[config.mk]
export PLATFORM = sky130hd
export DESIGN_NAME = stream_demux_1ton
export DESIGN_NICKNAME = d
export VERILOG_FILES = /design/src/rtl/demux_pkg.sv /design/src/rtl/stream_demux_1ton_onehot_dec.sv /design/src/rtl/stream_demux_1ton.sv
export SDC_FILE = /design/constraint.sdc
export NUM_CORES = 1
export LEC_CHECK = 0
export BUFFER_PORTS_ARGS = -buffer_cell sky130_fd_sc_hd__buf_2
export CORE_ASPECT_RATIO = 0.9
export CORE_MARGIN = 3
export CORE_UTILIZATION = 42
export DETAILED_ROUTE_END_ITERATION = 10
export MAX_ROUTING_LAYER = met4
export PLACE_DENSITY = 0.77
export SLEW_MARGIN = 40
export SYNTH_ARGS = -nofsm -noshare
export SYNTH_HDL_FRONTEND = slang
export SYNTH_SLANG_ARGS = --single-unit
export TNS_END_PERCENT = 30
[constraint.sdc]
create_clock -name clk -period 1.9 [get_ports clk]
set_clock_uncertainty 0.15 [all_clocks]
set_input_delay 0.19 -clock clk [delete_from_list [all_inputs] [get_ports clk]]
set_output_delay 0.19 -clock clk [all_outputs]
set_load 0.02 [all_outputs]
[src/rtl/demux_pkg.sv]
// Shared types for the stream demultiplexer: the packet FSM state encoding.
package demux_pkg;

    typedef enum logic [1:0] {
        ST_IDLE  = 2'd0,
        ST_ROUTE = 2'd1,
        ST_DROP  = 2'd2
    } state_t;

endpackage

[src/rtl/stream_demux_1ton_onehot_dec.sv]
// Binary-to-one-hot decoder; any select value >= N produces an all-zero vector.
module onehot_dec #(
    parameter int N     = 4,
    parameter int SEL_W = $clog2(N)
) (
    input  logic [SEL_W-1:0] sel_i,
    output logic [N-1:0]     onehot_o
);

    // NOTE: every bit gets a default before the loop, so no latch can be inferred.
    always_comb begin
        onehot_o = '0;
        for (int i = 0; i < N; i++) begin
            if (sel_i == SEL_W'(i)) onehot_o[i] = 1'b1;
        end
    end

endmodule

[src/rtl/stream_demux_1ton.sv]
// Registered 1:N stream demux: channel locked on the first beat of each packet,
// one-entry output register, out-of-range packets discarded and counted.
module stream_demux_1ton
    import demux_pkg::*;
#(
    parameter int N_CH   = 4,
    parameter int DATA_W = 8,
    parameter int SEL_W  = $clog2(N_CH),
    parameter int CNT_W  = 8
) (
    input  logic              clk,
    input  logic              rst,
    input  logic              s_valid,
    output logic              s_ready,
    input  logic [DATA_W-1:0] s_data,
    input  logic [SEL_W-1:0]  s_sel,
    input  logic              s_last,
    output logic [N_CH-1:0]   m_valid,
    input  logic [N_CH-1:0]   m_ready,
    output logic [DATA_W-1:0] m_data,
    output logic              m_last,
    output logic [CNT_W-1:0]  drop_cnt,
    output logic              busy
);

    state_t              state_q, state_d;
    logic [SEL_W-1:0]    ch_q, ch_d;
    logic                ov_q, ov_d;
    logic [DATA_W-1:0]   data_q, data_d;
    logic                last_q, last_d;
    logic [CNT_W-1:0]    drop_q, drop_d;

    logic [N_CH-1:0]     ch_onehot;
    logic                sel_ok;
    logic                out_done;
    logic                accept;
    logic                load;
    logic                drop_inc;

    onehot_dec #(.N(N_CH), .SEL_W(SEL_W)) u_dec (
        .sel_i    (ch_q),
        .onehot_o (ch_onehot)
    );

    // Constant-true when N_CH is a power of two; the drop path then folds away.
    assign sel_ok   = ({1'b0, s_sel} < (SEL_W+1)'(N_CH));
    assign m_valid  = ov_q ? ch_onehot : '0;
    assign out_done = |(m_valid & m_ready);

    // Ready depends on m_ready and state only, never on s_valid.
    always_comb begin
        if (rst)                     s_ready = 1'b0;
        else if (state_q == ST_DROP) s_ready = 1'b1;
        else                         s_ready = !ov_q || out_done;
    end

    assign accept = s_valid && s_ready;

    always_comb begin
        state_d  = state_q;
        ch_d     = ch_q;
        load     = 1'b0;
        drop_inc = 1'b0;
        unique case (state_q)
            ST_IDLE: begin
                if (accept) begin
                    if (sel_ok) begin
                        load    = 1'b1;
                        ch_d    = s_sel;
                        state_d = s_last ? ST_IDLE : ST_ROUTE;
                    end else begin
                        drop_inc = 1'b1;
                        state_d  = s_last ? ST_IDLE : ST_DROP;
                    end
                end
            end
            ST_ROUTE: begin
                if (accept) begin
                    load = 1'b1;
                    if (s_last) state_d = ST_IDLE;
                end
            end
            ST_DROP: begin
                if (accept && s_last) state_d = ST_IDLE;
            end
            default: state_d = ST_IDLE;
        endcase
    end

    // A load and a completion in the same cycle keeps ov set: back-to-back refill.
    always_comb begin
        ov_d   = ov_q;
        data_d = data_q;
        last_d = last_q;
        if (load) begin
            ov_d   = 1'b1;
            data_d = s_data;
            last_d = s_last;
        end else if (out_done) begin
            ov_d = 1'b0;
        end
    end

    always_comb begin
        drop_d = drop_q;
        if (drop_inc && (drop_q != {CNT_W{1'b1}})) drop_d = drop_q + 1'b1;
    end

    // NOTE: all state uses non-blocking assignment so every register samples
    // pre-edge values. The payload register is reset too, because m_data=0
    // after reset is an observable requirement.
    always_ff @(posedge clk) begin
        if (rst) begin
            state_q <= ST_IDLE;
            ch_q    <= '0;
            ov_q    <= 1'b0;
            data_q  <= '0;
            last_q  <= 1'b0;
            drop_q  <= '0;
        end else begin
            state_q <= state_d;
            ch_q    <= ch_d;
            ov_q    <= ov_d;
            data_q  <= data_d;
            last_q  <= last_d;
            drop_q  <= drop_d;
        end
    end

    assign m_data   = data_q;
    assign m_last   = last_q;
    assign drop_cnt = drop_q;
    assign busy     = (state_q != ST_IDLE);

endmodule

### After elaboration in Yosys (flattened, before gate mapping)

Cells that the tools add are included.

* bits of input ports: 18
* output and inout port bits: 23
* word-level logic and storage cells: 44
* bits in registers: 14

* eq/ne operators: 9
* muxes and demuxes: 17
* bitwise gates (word level): 1
* reductions and logical operators: 12

Operators with widths (count)
* 1-bit two-way mux: 11
* 2-bit two-way mux: 4
* 2-bit equality test, second input constant: 3
* 2-bit != test, second input constant: 3
* 2-bit case mux with 3 select lines: 1
* 4-bit AND: 1
* 2-bit by 1-bit equality test with 1-bit output, second input constant: 2
* 2-bit logical NOT: 2
* 4-bit two-way mux: 1
* 4-bit AND reduction: 1
* 2-bit nonzero test: 2
* 4-bit OR reduction: 1
* 1-bit logical AND: 2
* 2-bit by 1-bit != test with 1-bit output, second input constant: 1
* 2-bit AND reduction: 1
* 2-bit OR reduction: 1
* 1-bit logical NOT: 1
* 1-bit logical OR: 1

### Depth between registers and ports, before layout

Gate-level depths: netlist (run 1).

* depth in word-level cells: 12
* gate-level depth with buffers: 4
* depth with buffers taken out: 3

### Hierarchy

Synthesis (run 1) repeated with hierarchy kept, for this count alone.

* cells, all modules: 106
* area total of the unflattened synthesis: 917.1 µm²

By module, submodules not included
* stream_demux_1ton: seq. area each 260.2 µm², cells an instance 102, area an instance 890.9 µm², times used 1
* onehot_dec: seq. area each 0.0 µm², cells an instance 4, area an instance 26.3 µm², times used 1

### Worst setup path after synthesis (run 1)

Ideal clock, no wire load.

* path kind: reg-to-reg
* start point: register ch_q[1]
* end point: register state_q[0]
* clock period less this slack: 1.589 ns
* required time: 1.629 ns
* slack: 0.311 ns
* cell stages (with the launch flop): 5
* library setup time: 0.121 ns
* arrival time: 1.318 ns
* path buffers: 1
* cell sequence: dfxtp_1 -> mux2i_1 -> a221oi_2 -> buf_6 -> mux2_4

* cells in the longest elaborated chain, start to end: 12
* elaborated cells on any way between the ends: 20
* those cells by class: eq/ne (6); mux (7); bitwise (1); reduce/logical (6)

RTL lines
* start, declared: RTL line stream_demux_1ton.sv:27 `logic [SEL_W-1:0] ch_q, ch_d;`
* start signal, assigned: RTL line stream_demux_1ton.sv:122 `ch_q <= ch_d;`
* 2-bit by 1-bit equality test with 1-bit output (tied with other cells): RTL line stream_demux_1ton_onehot_dec.sv:14 `if (sel_i == SEL_W'(i)) onehot_o[i] = 1'b1;`
* 1-bit two-way mux: RTL line stream_demux_1ton_onehot_dec.sv:14
* 4-bit two-way mux *: RTL line stream_demux_1ton.sv:47 `assign m_valid = ov_q ? ch_onehot : '0;`
* 4-bit AND *: RTL line stream_demux_1ton.sv:48 `assign out_done = |(m_valid & m_ready);`
* 4-bit OR reduction *: RTL line stream_demux_1ton.sv:48
* 1-bit logical OR *: RTL line stream_demux_1ton.sv:54 `else s_ready = !ov_q || out_done;`
* 1-bit two-way mux *: RTL line stream_demux_1ton.sv:53 `else if (state_q == ST_DROP) s_ready = 1'b1;`
* 1-bit two-way mux *: RTL line stream_demux_1ton.sv:52 `if (rst) s_ready = 1'b0;`
* 1-bit logical AND *: RTL line stream_demux_1ton.sv:57 `assign accept = s_valid && s_ready;`
* 1-bit logical AND: RTL line stream_demux_1ton.sv:84 `if (accept && s_last) state_d = ST_IDLE;`
* 2-bit by 1-bit != test with 1-bit output (no source line)
* 4-bit AND reduction (no source line) *
* end signal, assigned: RTL line stream_demux_1ton.sv:121 `state_q <= state_d;`
* end, declared: RTL line stream_demux_1ton.sv:26 `state_t state_q, state_d;`

Mark *: on every way between the ends. The rest lies on a longest branch, timed or not.
A chain may end at the register's enable or synchronous reset.

### Worst setup path after layout (run 1)

* start point: register ch_q[1]
* end point: output port s_ready

* cells in the longest elaborated chain, start to end: 8
* elaborated cells on any way between the ends: 14
* those cells by class: eq/ne (3); mux (7); bitwise (1); reduce/logical (3)

RTL lines
* 2-bit by 1-bit equality test with 1-bit output (tied with other cells): RTL line stream_demux_1ton_onehot_dec.sv:14
* 1-bit two-way mux: RTL line stream_demux_1ton_onehot_dec.sv:14
* 4-bit two-way mux *: RTL line stream_demux_1ton.sv:47
* 4-bit AND *: RTL line stream_demux_1ton.sv:48
* 4-bit OR reduction *: RTL line stream_demux_1ton.sv:48
* 1-bit logical OR *: RTL line stream_demux_1ton.sv:54
* 1-bit two-way mux *: RTL line stream_demux_1ton.sv:53
* 1-bit two-way mux *: RTL line stream_demux_1ton.sv:52
* end, declared: RTL line stream_demux_1ton.sv:14 `output logic s_ready,`

Marked as above.

==> metrics.json, run 1 <==
{
  "die_x_um": 50.16,
  "placed_cells_incl_taps": 128,
  "critical_path.endpoint_type": "primary output",
  "post_cts.repair.setup_buffers": 0,
  "slew_headroom": 0.6626,
  "ant_nets": 0,
  "cts_made_buffers": 3,
  "grt_pass1_wl_um": 2139,
  "gr_util_all_layers": 0.1261,
  "min_period_over_period": 0.9621,
  "maxCapViolations": 0,
  "antenna_cells_inserted": 0,
  "final_max_slew_viol_count": 0,
  "synth_cells": 76,
  "clk_pin_slew_ps": 80,
  "crit_path_max_fanout": 7,
  "post_cts_resized": 0,
  "finalCoreUtilization": 0.5919,
  "routedWlPerCell_um": 10.31,
  "critical_path.startpoint_type": "register",
  "worstMarginPinSlew_ps": 506.1,
  "timing.fmax_mhz": 547.1,
  "post_cts_hold_buffer_count": 0,
  "synthesis.yosys.warnings": 0,
  "final-instance-count-excl-fill": 132,
  "dp_slack_ps": 191.4,
  "std_cell_rows": 13,
  "clk_path_buf_depth": 2,
  "core_region_um2": 1545,
  "run_status": "completed",
  "die_y_um": 45.74,
  "cts_tree": "built",
  "dr.pass1.iters": 4,
  "cts_root_buf": "sky130_fd_sc_hd__clkbuf_4",
  "grt_antenna_before_repair": 0,
  "min_path_type": "in2reg",
  "final.min_clock_period_ps": 1828,
  "clock_insertion_delay_worst_skew_ps": 270,
  "unrepaired_setup_endpoints_after_global_routing": "no",
  "layout-drive-gt1-share": 0.4000,
  "worstPathRequired_ps": 1560,
  "numClockSinks": 13,
  "design.final.nets": 129,
  "syn-mean-instance-area_um2": 9.697,
  "gp_congestion": 0.7488,
  "syn_area_um2": 737.0,
  "first_iter_violations": 9,
  "power.density_nw_per_um2": 688.5,
  "hpwlAfterDp_um": 1070,
  "grt_pass1_vias": 491,
  "grt_overflow": 0,
  "yosysSeqAreaShare": 0.3531,
  "fp.dieArea_um2": 2294,
  "signed_area_change_from_the_synthesized_netlist_to_the_final_layout_pct": 24.11,
  "grt_max_degree": 27,
  "final_hold_viol_count": 0,
  "filler_cell_count": 137,
  "synth.ff_latch_count": 13,
  "vdd_ir_drop_max_uv": 621.0,
  "place_area_um2": 887.1,
  "worst_slack_ps": 72.03,
  "synth_cell_type_count": 18,
  "port_buffers": 32,
  "boundaryPins": 41,
  "timing.setup.critical_path_class": "reg2out",
  "route.vias.total": 573,
  "timing.setup.tns_ps": 0,
  "drc_errors": 0,
  "setup-violations-final": 0,
  "floorplan.initialDensity": 0.4769,
  "cts_htree_levels": 1,
  "design_area_um2": 914.6,
  "wl_um": 1361,
  "critical_path_arrival_ps": 1490,
  "power.static_leakage_nw": 0.4689,
  "drt-vias-per-instance": 4.341
}
==> critical path, cell delays in order (launching register included) <==
cell	delay (ps)
sky130_fd_sc_hd__dfxtp_1	450
sky130_fd_sc_hd__mux2i_1	420
sky130_fd_sc_hd__a221oi_1	160
sky130_fd_sc_hd__buf_2	190
==> final cells by class <==
cell class | count | area (um^2) | area share
multi-input cells | 58 | 420.4 | 0.4596
flip-flops and latches | 13 | 260.3 | 0.2845
repair buffers | 34 | 175.2 | 0.1915
well taps | 22 | 27.53 | 0.03010
clock buffers | 3 | 22.52 | 0.02462
clock inverters | 1 | 5.005 | 0.005472
inverters | 1 | 3.754 | 0.004104
==> Yosys cell counts (all sizes together) <==
master | number | area [um^2]
a221oi | 4 | 41.29
and2 | 2 | 13.77
and2b | 2 | 17.52
and3 | 1 | 7.510
buf | 9 | 71.32
clkbuf | 2 | 7.510
conb | 1 | 3.750
dfxtp | 13 | 260.3
inv | 1 | 3.750
mux2 | 1 | 15.01
mux2i | 13 | 130.1
nand2b | 22 | 137.6
nor2 | 2 | 7.510
nor2b | 2 | 12.51
or2b | 1 | 7.510
==> path summary, 6_finish.rpt <==
kind                            slack [ps]  startpoint         to  cells after the start
worst max-delay path                    70     ch_q[1]    s_ready                      3
worst min-delay path                    20     s_valid       ov_q                      3
worst max register to register         190     ch_q[1]  m_data[5]                      4
worst min register to register         320   m_data[7]  m_data[7]                      2
==> flip-flops by register name, indices dropped and copies added, names as in the netlist <==
name	flops
m_data	8
ch_q	2
m_last	1
ov_q	1
state_q	1
==> through the flow <==
step | power (mW) | hold slack [ps]
after floorplan | 0.4337 | 165.9
after global placement | 0.4675 | 298.4
after detailed placement | 0.4715 | 307.6
after CTS | 0.6373 | 21.27
after global routing | 0.6658 | 32.03
final | 0.6297 | 23.22
==> cells by family (layout without fill, tap and decap cells) <==
logic type / after synthesis / in the layout / share of synthesized area
AOI/OAI and AO/OA: 4 / 4 / 0.05603
buffers and inverters: 12 / 39 / 0.1121
DFF: 13 / 13 / 0.3531
muxes: 14 / 14 / 0.1969
other: 1 / 8 / 0.005088
and+or+nand+nor: 32 / 32 / 0.2768
==> metal layers <==
metal,part of all wire,GRT usage,vias to the layer above
met3,0.11,0.05246,0
li1,-,-,304
met2,0.41,0.1719,30
met4,0,0.03315,0
met5,0,-,-
met1,0.48,0.1693,239
==> power breakdown <==
| group | switching [mW] | internal, mW |
|---|---|---|
| Combinational | 0.0895 | 0.0695 |
| Clock | 0.0877 | 0.0777 |
| Sequential | 0.0126 | 0.293 |
==> cells in the final DEF (no fill, tap or decap), drive strengths merged <==
master   n
a221oi   4
and2     2
and2b    2
and3     1
buf     34
clkbuf   3
clkinv   1
conb     8
dfxtp   13
inv      1
mux2     1
mux2i   13
nand2b  22
nor2     2
nor2b    2
or2b     1
Power figures use the tool's default switching activity.
==> run 2, diff against run 1 <==
--- a/config.mk
+++ b/config.mk
@@ -5,13 +5,12 @@
 export SDC_FILE = /design/constraint.sdc
 export NUM_CORES = 1
 export LEC_CHECK = 0
-export BUFFER_PORTS_ARGS = -buffer_cell sky130_fd_sc_hd__buf_2
-export CORE_ASPECT_RATIO = 0.9
 export CORE_MARGIN = 3
-export CORE_UTILIZATION = 42
+export CORE_UTILIZATION = 53
 export DETAILED_ROUTE_END_ITERATION = 10
+export DONT_BUFFER_PORTS = 1
 export MAX_ROUTING_LAYER = met4
-export PLACE_DENSITY = 0.77
+export PLACE_DENSITY = 0.72
 export SLEW_MARGIN = 40
 export SYNTH_ARGS = -nofsm -noshare
 export SYNTH_HDL_FRONTEND = slang
==> constraint.sdc (replaced) <==
create_clock -name clk -period 1.52 [get_ports clk]
set_clock_uncertainty 0.15 [all_clocks]
set_input_delay 0.152 -clock clk [delete_from_list [all_inputs] [get_ports clk]]
set_output_delay 0.152 -clock clk [all_outputs]
set_load 0.02 [all_outputs]
==> run 2 against run 1 <==
Compared with the run above: die area down 18%; register-to-register slack worse by 300 ps; largest cell class unchanged; sequential share of layout area fell by 2.0 points; critical path type is now reg2reg; sequential power rose by 34%; the run now ends with negative setup slack left; total power is 32% higher; utilization is 25 points higher.
==> metrics.json, run 2 (synthesis gave the netlist of run 1 again) <==
{
  "timing.critical_path.slowest_cell_delay": {"value": 430, "unit": "ps", "change": "was 450 ps"},
  "floorplan.initialDensity": {"value": 0.6135, "change": "was 0.4769"},
  "multi_input_area": {"value": 471.7, "unit": "um^2", "change": "was 420.4 um^2"},
  "clock_insertion_delay_worst_skew": {"value": 260, "unit": "ps", "change": "was 270 ps"},
  "grt_antenna_before_repair": {"value": 0, "change": "unchanged"},
  "critical-path-top-delay-family": {"value": "compound AO/OA/AOI/OAI gates", "change": "was flip-flops"},
  "dp_slack": {"value": -51.08, "unit": "ps", "change": "was 191.4 ps"},
  "grt_max_degree": {"value": 26, "change": "was 27"},
  "routedWlPerCell": {"value": 14.54, "unit": "um", "change": "was 10.31 um"},
  "seq_area": {"value": 266.5, "unit": "um^2", "change": "was 260.3 um^2"},
  "final_hold_viol_count": {"value": 0, "change": "unchanged"},
  "run_status": {"value": "finished, violations left", "change": "was completed"},
  "power.static_leakage": {"value": 0.4397, "unit": "nW", "change": "was 0.4689 nW"},
  "critical_path.endpoint_type": {"value": "register", "change": "was primary output"},
  "critical_path.startpoint": {"value": "ch_q[1]", "change": "unchanged"},
  "hpwlAfterDp": {"value": 1054, "unit": "um", "change": "was 1070 um"},
  "cts_htree_levels": {"value": 1, "change": "unchanged"},
  "cts_tree": {"value": "built", "change": "unchanged"},
  "critical_path.startpoint_type": {"value": "register", "change": "unchanged"},
  "numClockSinks": {"value": 13, "change": "unchanged"},
  "port_buffers": {"value": 0, "change": "was 32"},
  "maxCapViolations": {"value": 0, "change": "unchanged"},
  "worst_path_max_delay_cell": {"value": "sky130_fd_sc_hd__a221oi_1", "change": "was sky130_fd_sc_hd__dfxtp_1"},
  "power.density": {"value": 822.3, "unit": "nW/um^2", "change": "was 688.5 nW/um^2"},
  "worst_slack": {"value": -110.5, "unit": "ps", "change": "was 72.03 ps"},
  "gr_util_all_layers": {"value": 0.2051, "change": "was 0.1261"},
  "antenna_cells_inserted": {"value": 0, "change": "unchanged"},
  "route.vias.total": {"value": 582, "change": "was 573"},
  "vdd_ir_drop_max": {"value": 686.7, "unit": "uV", "change": "was 621.0 uV"},
  "setup-violations-final": {"value": 13, "change": "was 0"},
  "seq_power_share": {"value": 0.495, "change": "was 0.485"},
  "clk_pin_slew": {"value": 80, "unit": "ps", "change": "about the same"},
  "grt_pass1_vias": {"value": 593, "change": "was 491"},
  "ff2ff_path_depth": {"value": 4, "change": "unchanged"},
  "min_period_over_period": 1.073,
  "slew_headroom": {"value": 0.5936, "change": "was 0.6626"},
  "largest_register_ffs": {"value": 8, "change": "unchanged"},
  "failed_checks": "negative setup slack",
  "timing.setup.tns": {"value": -593.2, "unit": "ps", "change": "was 0 ps"},
  "clk_path_buf_depth": {"value": 2, "change": "unchanged"},
  "fin_worst_hold_slack": {"value": 90.08, "unit": "ps", "change": "was 23.22 ps"},
  "min_path_type": {"value": "in2reg", "change": "unchanged"},
  "grt_pass1_wl": {"value": 2760, "unit": "um", "change": "was 2139 um"},
  "setup.reg_to_reg.worst_slack": {"value": -110, "unit": "ps", "change": "was 190 ps"},
  "p_int": {"value": 0.5799, "unit": "mW", "change": "was 0.4399 mW"},
  "drc_errors": {"value": 0, "change": "unchanged"},
  "die_y": {"value": 43.29, "unit": "um", "change": "was 45.74 um"},
  "timing.fmax_mhz": 613.3,
  "layout-drive-gt1-share": {"value": 0.2900, "change": "was 0.4000"},
  "crit_path_max_fanout": {"value": 4, "change": "was 7"},
  "wl": {"value": 1657, "unit": "um", "change": "was 1361 um"},
  "std_cell_rows": {"value": 12, "change": "was 13"},
  "ant_nets": {"value": 0, "change": "unchanged"},
  "comb_power_share": {"value": 0.260, "change": "was 0.252"},
  "layout_commonest_cell": {"value": "sky130_fd_sc_hd__nand2b_1", "change": "was sky130_fd_sc_hd__buf_2"},
  "timing.setup.critical_path_class": {"value": "reg2reg", "change": "was reg2out"},
  "cts_root_buf": {"value": "sky130_fd_sc_hd__clkbuf_4", "change": "unchanged"},
  "critical_path_arrival": {"value": 1670, "unit": "ps", "change": "was 1490 ps"},
  "net_switching_share_of_the_total_power": {"value": 0.2999, "change": "was 0.3014"},
  "die_x": {"value": 43.29, "unit": "um", "change": "was 50.16 um"},
  "grt_overflow": {"value": 0, "change": "unchanged"},
  "final.min_clock_period_ps": 1631,
  "cp.buffers_inverters": {"value": 1, "change": "unchanged"},
  "worstMarginPinSlew": {"value": 607.6, "unit": "ps", "change": "was 506.1 ps"},
  "design.final.nets": {"value": 119, "change": "was 129"},
  "final_max_slew_viol_count": {"value": 0, "change": "unchanged"},
  "worstReg2RegEnd": {"value": "ch_q[1]", "change": "was m_data[5]"},
  "cell_chain_critical_path": {"value": "mux2i_4, a221oi_1, buf_4, mux2i_1", "change": "was mux2i_1, a221oi_1, buf_2"},
  "endpoint": {"value": "ch_q[1]", "change": "was s_ready"},
  "signed_area_change_from_the_synthesized_netlist_to_the_final_layout": {"value": 36.67, "unit": "%", "change": "was 24.11%"},
  "power_switching": {"value": 0.2484, "unit": "mW", "change": "was 0.1898 mW"},
  "unrepaired_setup_endpoints_after_global_routing": {"value": "yes", "change": "was no"},
  "fraction_of_power_consumed_by_the_clock_network": {"value": 0.245, "change": "was 0.263"},
  "worstPathRequired": {"value": 1560, "unit": "ps", "change": "about the same"},
  "boundaryPins": {"value": 41, "change": "unchanged"},
  "core_region": {"value": 1201, "unit": "um^2", "change": "was 1545 um^2"},
  "dr.pass1.iters": {"value": 4, "change": "unchanged"},
  "gp_congestion": {"value": 0.7817, "change": "was 0.7488"},
  "drt-vias-per-instance": {"value": 5.105, "change": "was 4.341"},
  "filler_cell_count": {"value": 66, "change": "was 137"},
  "cts_made_buffers": {"value": 3, "change": "unchanged"},
  "first_iter_violations": {"value": 4, "change": "was 9"},
  "mostFrequentLayoutCells": {"value": "sky130_fd_sc_hd__nand2b_1 (22), sky130_fd_sc_hd__dlygate4sd3_1 (13), sky130_fd_sc_hd__mux2i_1 (11), sky130_fd_sc_hd__dfxtp_1 (10), sky130_fd_sc_hd__buf_4 (9)", "change": "was sky130_fd_sc_hd__buf_2 (32), sky130_fd_sc_hd__nand2b_1 (22), sky130_fd_sc_hd__mux2i_1 (13), sky130_fd_sc_hd__dfxtp_1 (13), sky130_fd_sc_hd__conb_1 (8)"},
  "worstSetupPathDepth": {"value": 4, "change": "was 3"},
  "fp.dieArea": {"value": 1874, "unit": "um^2", "change": "was 2294 um^2"},
  "rr_startpoint": {"value": "ch_q[1]", "change": "unchanged"}
}
## run 2: layer usage
| metal | GRT usage | wire (um) |
|---|---|---|
| met1 | 0.2456 | 664 |
| met2 | 0.3215 | 804 |
| met3 | 0.06780 | 155 |
| met4 | 0.06627 | 33 |
| met5 | - | 0 |
## run 2: power by group through the flow
stage | combinational [mW] | sequential (mW) | clock (mW)
2_1_floorplan | 0.132 | 0.412 | 0
3_3_place_gp | 0.147 | 0.413 | 0
6_report | 0.215 | 0.410 | 0.203
3_5_place_dp | 0.152 | 0.413 | 0
4_1_cts | 0.206 | 0.409 | 0.211
5_1_grt | 0.233 | 0.413 | 0.230
## run 2: cell type report
cell class / instances / share of cell area
Clock buffer: 3 / 0.02236
Tap cell: 14 / 0.01739
Timing Repair Buffer: 24 / 0.2186
Multi-Input combinational cell: 58 / 0.4683
Clock inverter: 1 / 0.004969
Inverter: 1 / 0.003727
Sequential cell: 13 / 0.2646
## run 2: worst register-to-register path, cell delays in order (launching register included)
cell and delay (ps):
sky130_fd_sc_hd__dfxtp_4 370, sky130_fd_sc_hd__mux2i_4 210, sky130_fd_sc_hd__a221oi_1 430, sky130_fd_sc_hd__buf_4 210, sky130_fd_sc_hd__mux2i_1 190
## run 2: how the worst min path moves through the flow
stage / from / end / cells after the start
floorplan: s_valid / ov_q / 2
global placement: rst / ov_q / 1
detailed placement: rst / ov_q / 1
CTS: s_valid / state_q[0] / 3
global route: s_valid / state_q[0] / 3
finish: s_valid / state_q[0] / 3
## run 2: metrics by stage
| stage | instance area, um^2 | std cells | power, mW | util |
|---|---|---|---|---|
| 2_1_floorplan | 768.2 | 83 | 0.5443 | - |
| 3_3_place_gp | 774.5 | 95 | 0.5602 | 0.6448 |
| 3_5_place_dp | 774.5 | 95 | 0.5654 | 0.6448 |
| 4_1_cts | 996.0 | 113 | 0.8261 | 0.8292 |
| 5_1_grt | 1007 | 114 | 0.8755 | 0.8385 |
| 6_report | 1007 | 114 | 0.8283 | 0.8385 |
## run 2: timing repair
action,4_1_cts,5_1_grt
pin swaps,1,2
hold endpoints to repair,13,0
hold buffers,13,0
buffers inserted,1,1
setup endpoints to repair,14,13
gates resized for setup,12,1
==> run 3, diff against run 2 <==
--- a/config.mk
+++ b/config.mk
@@ -5,12 +5,13 @@
 export SDC_FILE = /design/constraint.sdc
 export NUM_CORES = 1
 export LEC_CHECK = 0
-export CORE_MARGIN = 3
-export CORE_UTILIZATION = 53
+export ABC_AREA = 1
+export CORE_AREA = 3 3 40 42
 export DETAILED_ROUTE_END_ITERATION = 10
+export DIE_AREA = 0 0 43 45
 export DONT_BUFFER_PORTS = 1
 export MAX_ROUTING_LAYER = met4
-export PLACE_DENSITY = 0.72
+export PLACE_DENSITY = 0.68
 export SLEW_MARGIN = 40
 export SYNTH_ARGS = -nofsm -noshare
 export SYNTH_HDL_FRONTEND = slang
==> run 3 against run 2 <==
Compared with the run above: routed wire length down 0.97%; synthesized cell count is 16% higher; the run still ends with negative setup slack left; critical endpoint is now s_ready; maximum frequency rose by 3.1%; synthesized area down 10%; critical path depth is 2 higher; hold slack worse by 64 ps.
==> metrics.json, run 3 <==
{
  "ant_nets": {"value": 0, "change": "unchanged"},
  "synth_cell_type_count": {"value": 20, "change": "was 18"},
  "hpwlAfterDp": {"value": 1015, "unit": "um", "change": "was 1054 um"},
  "clock_insertion_delay_worst_skew": {"value": 270, "unit": "ps", "change": "was 260 ps"},
  "floorplan.initialDensity": {"value": 0.5141, "change": "was 0.6135"},
  "syn-mean-instance-area": {"value": 7.507, "unit": "um^2", "change": "was 9.697 um^2"},
  "power.density": {"value": 917.2, "unit": "nW/um^2", "change": "was 822.3 nW/um^2"},
  "wl": {"value": 1641, "unit": "um", "change": "was 1657 um"},
  "boundaryPins": {"value": 41, "change": "unchanged"},
  "layout_commonest_cell": {"value": "sky130_fd_sc_hd__nand3_1", "change": "was sky130_fd_sc_hd__nand2b_1"},
  "vdd_ir_drop_max": {"value": 535.0, "unit": "uV", "change": "was 686.7 uV"},
  "number_of_enable_type_register_cells_in_the_synthesized_netlist": {"value": 0, "change": "unchanged"},
  "cts_tree": {"value": "built", "change": "unchanged"},
  "dr.pass1.iters": {"value": 4, "change": "unchanged"},
  "final_hold_viol_count": {"value": 0, "change": "unchanged"},
  "synth_flop_cell": {"value": "sky130_fd_sc_hd__dfxtp_1", "change": "unchanged"},
  "min_period_over_period": {"value": 1.041, "change": "was 1.073"},
  "maxCapViolations": {"value": 0, "change": "unchanged"},
  "first_iter_violations": {"value": 12, "change": "was 4"},
  "grt_antenna_before_repair": {"value": 0, "change": "unchanged"},
  "synth_top_area_share": {"value": 0.3939, "change": "was 0.3531"},
  "post-synth-top-area-cell": {"value": "sky130_fd_sc_hd__dfxtp_1", "change": "unchanged"},
  "port_buffers": {"value": 0, "change": "unchanged"},
  "timing.fmax": {"value": 632.3, "unit": "MHz", "change": "was 613.3 MHz"},
  "die_x": {"value": 43, "unit": "um", "change": "was 43.29 um"},
  "critical_path_arrival": {"value": 1280, "unit": "ps", "change": "was 1670 ps"},
  "worst_slack": {"value": -61.63, "unit": "ps", "change": "was -110.5 ps"},
  "clk_path_buf_depth": {"value": 2, "change": "unchanged"},
  "cts_htree_levels": {"value": 1, "change": "unchanged"},
  "route.vias.total": {"value": 627, "change": "was 582"},
  "core_region": {"value": 1285, "unit": "um^2", "change": "was 1201 um^2"},
  "worstPathRequired": {"value": 1220, "unit": "ps", "change": "was 1560 ps"},
  "async_reset_ff_frac": {"value": 0, "change": "unchanged"},
  "multi_input_area": {"value": 321.6, "unit": "um^2", "change": "was 471.7 um^2"},
  "final.min_clock_period": {"value": 1582, "unit": "ps", "change": "was 1631 ps"},
  "timing.critical_path.slowest_cell_delay": {"value": 370, "unit": "ps", "change": "was 430 ps"},
  "fp.dieArea": {"value": 1935, "unit": "um^2", "change": "was 1874 um^2"},
  "layout-drive-gt1-share": {"value": 0.2110, "change": "was 0.2900"},
  "grt_pass1_wl": {"value": 2470, "unit": "um", "change": "was 2760 um"},
  "final_max_slew_viol_count": {"value": 0, "change": "unchanged"},
  "seq_area": {"value": 269.0, "unit": "um^2", "change": "was 266.5 um^2"},
  "filler_cell_count": {"value": 106, "change": "was 66"},
  "synth.ff_latch_count": {"value": 13, "change": "unchanged"},
  "unrepaired_setup_endpoints_after_global_routing": {"value": "yes", "change": "unchanged"},
  "grt_max_degree": {"value": 12, "change": "was 26"},
  "synthesis.yosys.warnings": {"value": 0, "change": "unchanged"},
  "run_status": {"value": "finished, violations left", "change": "unchanged"},
  "syn_area": {"value": 660.6, "unit": "um^2", "change": "was 737.0 um^2"},
  "grt_pass1_vias": {"value": 583, "change": "was 593"},
  "largest_register_ffs": {"value": 8, "change": "unchanged"},
  "clk_pin_slew": {"value": 80, "unit": "ps", "change": "about the same"},
  "finalCoreUtilization": {"value": 0.6777, "change": "was 0.8385"},
  "design.final.nets": {"value": 128, "change": "was 119"},
  "setup-violations-final": {"value": 1, "change": "was 13"},
  "critical-path-top-delay-family": {"value": "flip-flops", "change": "was compound AO/OA/AOI/OAI gates"},
  "drt-vias-per-instance": {"value": 5.056, "change": "was 5.105"},
  "top_area_cells_in_the_synthesized_netlist": {"value": "sky130_fd_sc_hd__dfxtp_1 (39%), sky130_fd_sc_hd__nand3_1 (13%), sky130_fd_sc_hd__nand2_1 (9.7%)", "change": "was sky130_fd_sc_hd__dfxtp_1 (35%), sky130_fd_sc_hd__nand2b_1 (19%), sky130_fd_sc_hd__mux2i_1 (18%)"},
  "crit_path_max_fanout": {"value": 6, "change": "was 4"},
  "power.static_leakage": {"value": 0.4092, "unit": "nW", "change": "was 0.4397 nW"},
  "netlist_top_cells_count": {"value": "sky130_fd_sc_hd__nand2_1 (17), sky130_fd_sc_hd__nand3_1 (17), sky130_fd_sc_hd__dfxtp_1 (13)", "change": "was sky130_fd_sc_hd__nand2b_1 (22), sky130_fd_sc_hd__dfxtp_1 (13), sky130_fd_sc_hd__mux2i_1 (13)"},
  "gp_congestion": {"value": 0.9067, "change": "was 0.7817"},
  "cell_chain_critical_path": {"value": "nor2_2, nand3_1, nand2_1, inv_2, a21oi_4, buf_12", "change": "was mux2i_4, a221oi_1, buf_4, mux2i_1"},
  "yosysSeqAreaShare": {"value": 0.3939, "change": "was 0.3531"},
  "std_cell_rows": {"value": 13, "change": "was 12"},
  "cts_made_buffers": {"value": 3, "change": "unchanged"},
  "worst_path_max_delay_cell": {"value": "sky130_fd_sc_hd__dfxtp_4", "change": "was sky130_fd_sc_hd__a221oi_1"},
  "critical_path.startpoint_type": {"value": "register", "change": "unchanged"},
  "routedWlPerCell": {"value": 13.23, "unit": "um", "change": "was 14.54 um"},
  "setup.reg_to_reg.worst_slack": {"value": 60, "unit": "ps", "change": "was -110 ps"},
  "drc_errors": {"value": 0, "change": "unchanged"},
  "critical_path.endpoint_type": {"value": "primary output", "change": "was register"},
  "cp.buffers_inverters": {"value": 2, "change": "was 1"},
  "synth_cells": {"value": 88, "change": "was 76"},
  "signed_area_change_from_the_synthesized_netlist_to_the_final_layout": {"value": 31.82, "unit": "%", "change": "was 36.67%"},
  "min_path_type": {"value": "in2reg", "change": "unchanged"},
  "grt_overflow": {"value": 0, "change": "unchanged"},
  "antenna_cells_inserted": {"value": 0, "change": "unchanged"},
  "cts_root_buf": {"value": "sky130_fd_sc_hd__clkbuf_4", "change": "unchanged"},
  "timing.setup.critical_path_class": {"value": "reg2out", "change": "was reg2reg"},
  "die_y": {"value": 45, "unit": "um", "change": "was 43.29 um"},
  "numClockSinks": {"value": 13, "change": "unchanged"},
  "failed_checks": {"value": "negative setup slack", "change": "unchanged"},
  "gr_util_all_layers": {"value": 0.1767, "change": "was 0.2051"},
  "mostFrequentLayoutCells": {"value": "sky130_fd_sc_hd__nand3_1 (17), sky130_fd_sc_hd__nand2_1 (16), sky130_fd_sc_hd__dlygate4sd3_1 (14), sky130_fd_sc_hd__dfxtp_1 (10), sky130_fd_sc_hd__conb_1 (8)", "change": "was sky130_fd_sc_hd__nand2b_1 (22), sky130_fd_sc_hd__dlygate4sd3_1 (13), sky130_fd_sc_hd__mux2i_1 (11), sky130_fd_sc_hd__dfxtp_1 (10), sky130_fd_sc_hd__buf_4 (9)"},
  "fin_worst_hold_slack": {"value": 26.52, "unit": "ps", "change": "was 90.08 ps"}
}
run 3: cell types whose count changed after synthesis, sizes merged, moves of 6 or more:
cell    delta
nand2b    -22
nand2     +18
nand3     +18
mux2i     -13
inv        +7
nor2       +6
run 3: worst paths after layout:
| kind | from | endpoint | depth (start not counted) |
|---|---|---|---|
| max | ch_q[0] | s_ready | 6 |
| max reg2reg | ov_q | ch_q[1] | 8 |
| min | s_valid | ch_q[0] | 3 |
| min reg2reg | m_data[2] | m_data[2] | 2 |
run 3: cells by family after synthesis:
family,share of synthesized area
AOI/OAI and AO/OA,0.06441
other,0.005676
buffers and inverters,0.1780
DFF,0.3939
and+or+nand+nor,0.3580
run 3: final cells by class:
class                      count  area share
tap                           15     0.02155
timing repair buffer          21      0.2356
sequential                    13      0.3089
inverter                       8     0.03448
multi-input combinational     63      0.3693
clock buffer                   4     0.03017
run 3: power breakdown:
group / switching (mW) / leakage [nW] / total [mW] / internal [mW]
clock: 0.116 / 0.0150 / 0.218 / 0.102
combinational: 0.0939 / 0.285 / 0.165 / 0.0711
sequential: 0.0484 / 0.109 / 0.416 / 0.367
run 3: through the flow:
step                      area [um^2]  TNS (ps)  setup WS (ps)  instances  total power, mW
after floorplan                 686.9         0          170.8         95           0.5320
after global placement          668.1         0          48.64        104           0.5380
after detailed placement        668.1         0          10.81        104           0.5402
after CTS                       843.3    -68.58         -68.58        122           0.7822
after global routing            870.8    -225.3         -124.2        124           0.8297
final                           870.8    -61.63         -61.63        124           0.7987
run 3: timing repair:
action                     CTS  global route
pin swaps                    2             1
hold buffers                13             1
resized for setup            6             3
setup buffers                1             1
hold endpoints to repair    13             2
setup endpoints to repair    4            13
run 3: metal layers:
metal | GRT usage | routed length [um] | up-vias
li1 | - | - | 312
met4 | 0.1145 | 28 | 0
met2 | 0.2964 | 811 | 30
met3 | 0.03984 | 146 | 5
met5 | - | 0 | -
met1 | 0.1883 | 655 | 280
run 3: worst reg2reg max path: stages, from the launching register on:
cell and delay, ps:
sky130_fd_sc_hd__dfxtp_2 380, sky130_fd_sc_hd__inv_2 50, sky130_fd_sc_hd__o21bai_1 160, sky130_fd_sc_hd__nor2_2 170
sky130_fd_sc_hd__nand2_2 120, sky130_fd_sc_hd__nand4_1 160, sky130_fd_sc_hd__nand2_1 70, sky130_fd_sc_hd__nand2_1 60
sky130_fd_sc_hd__nor2_1 40
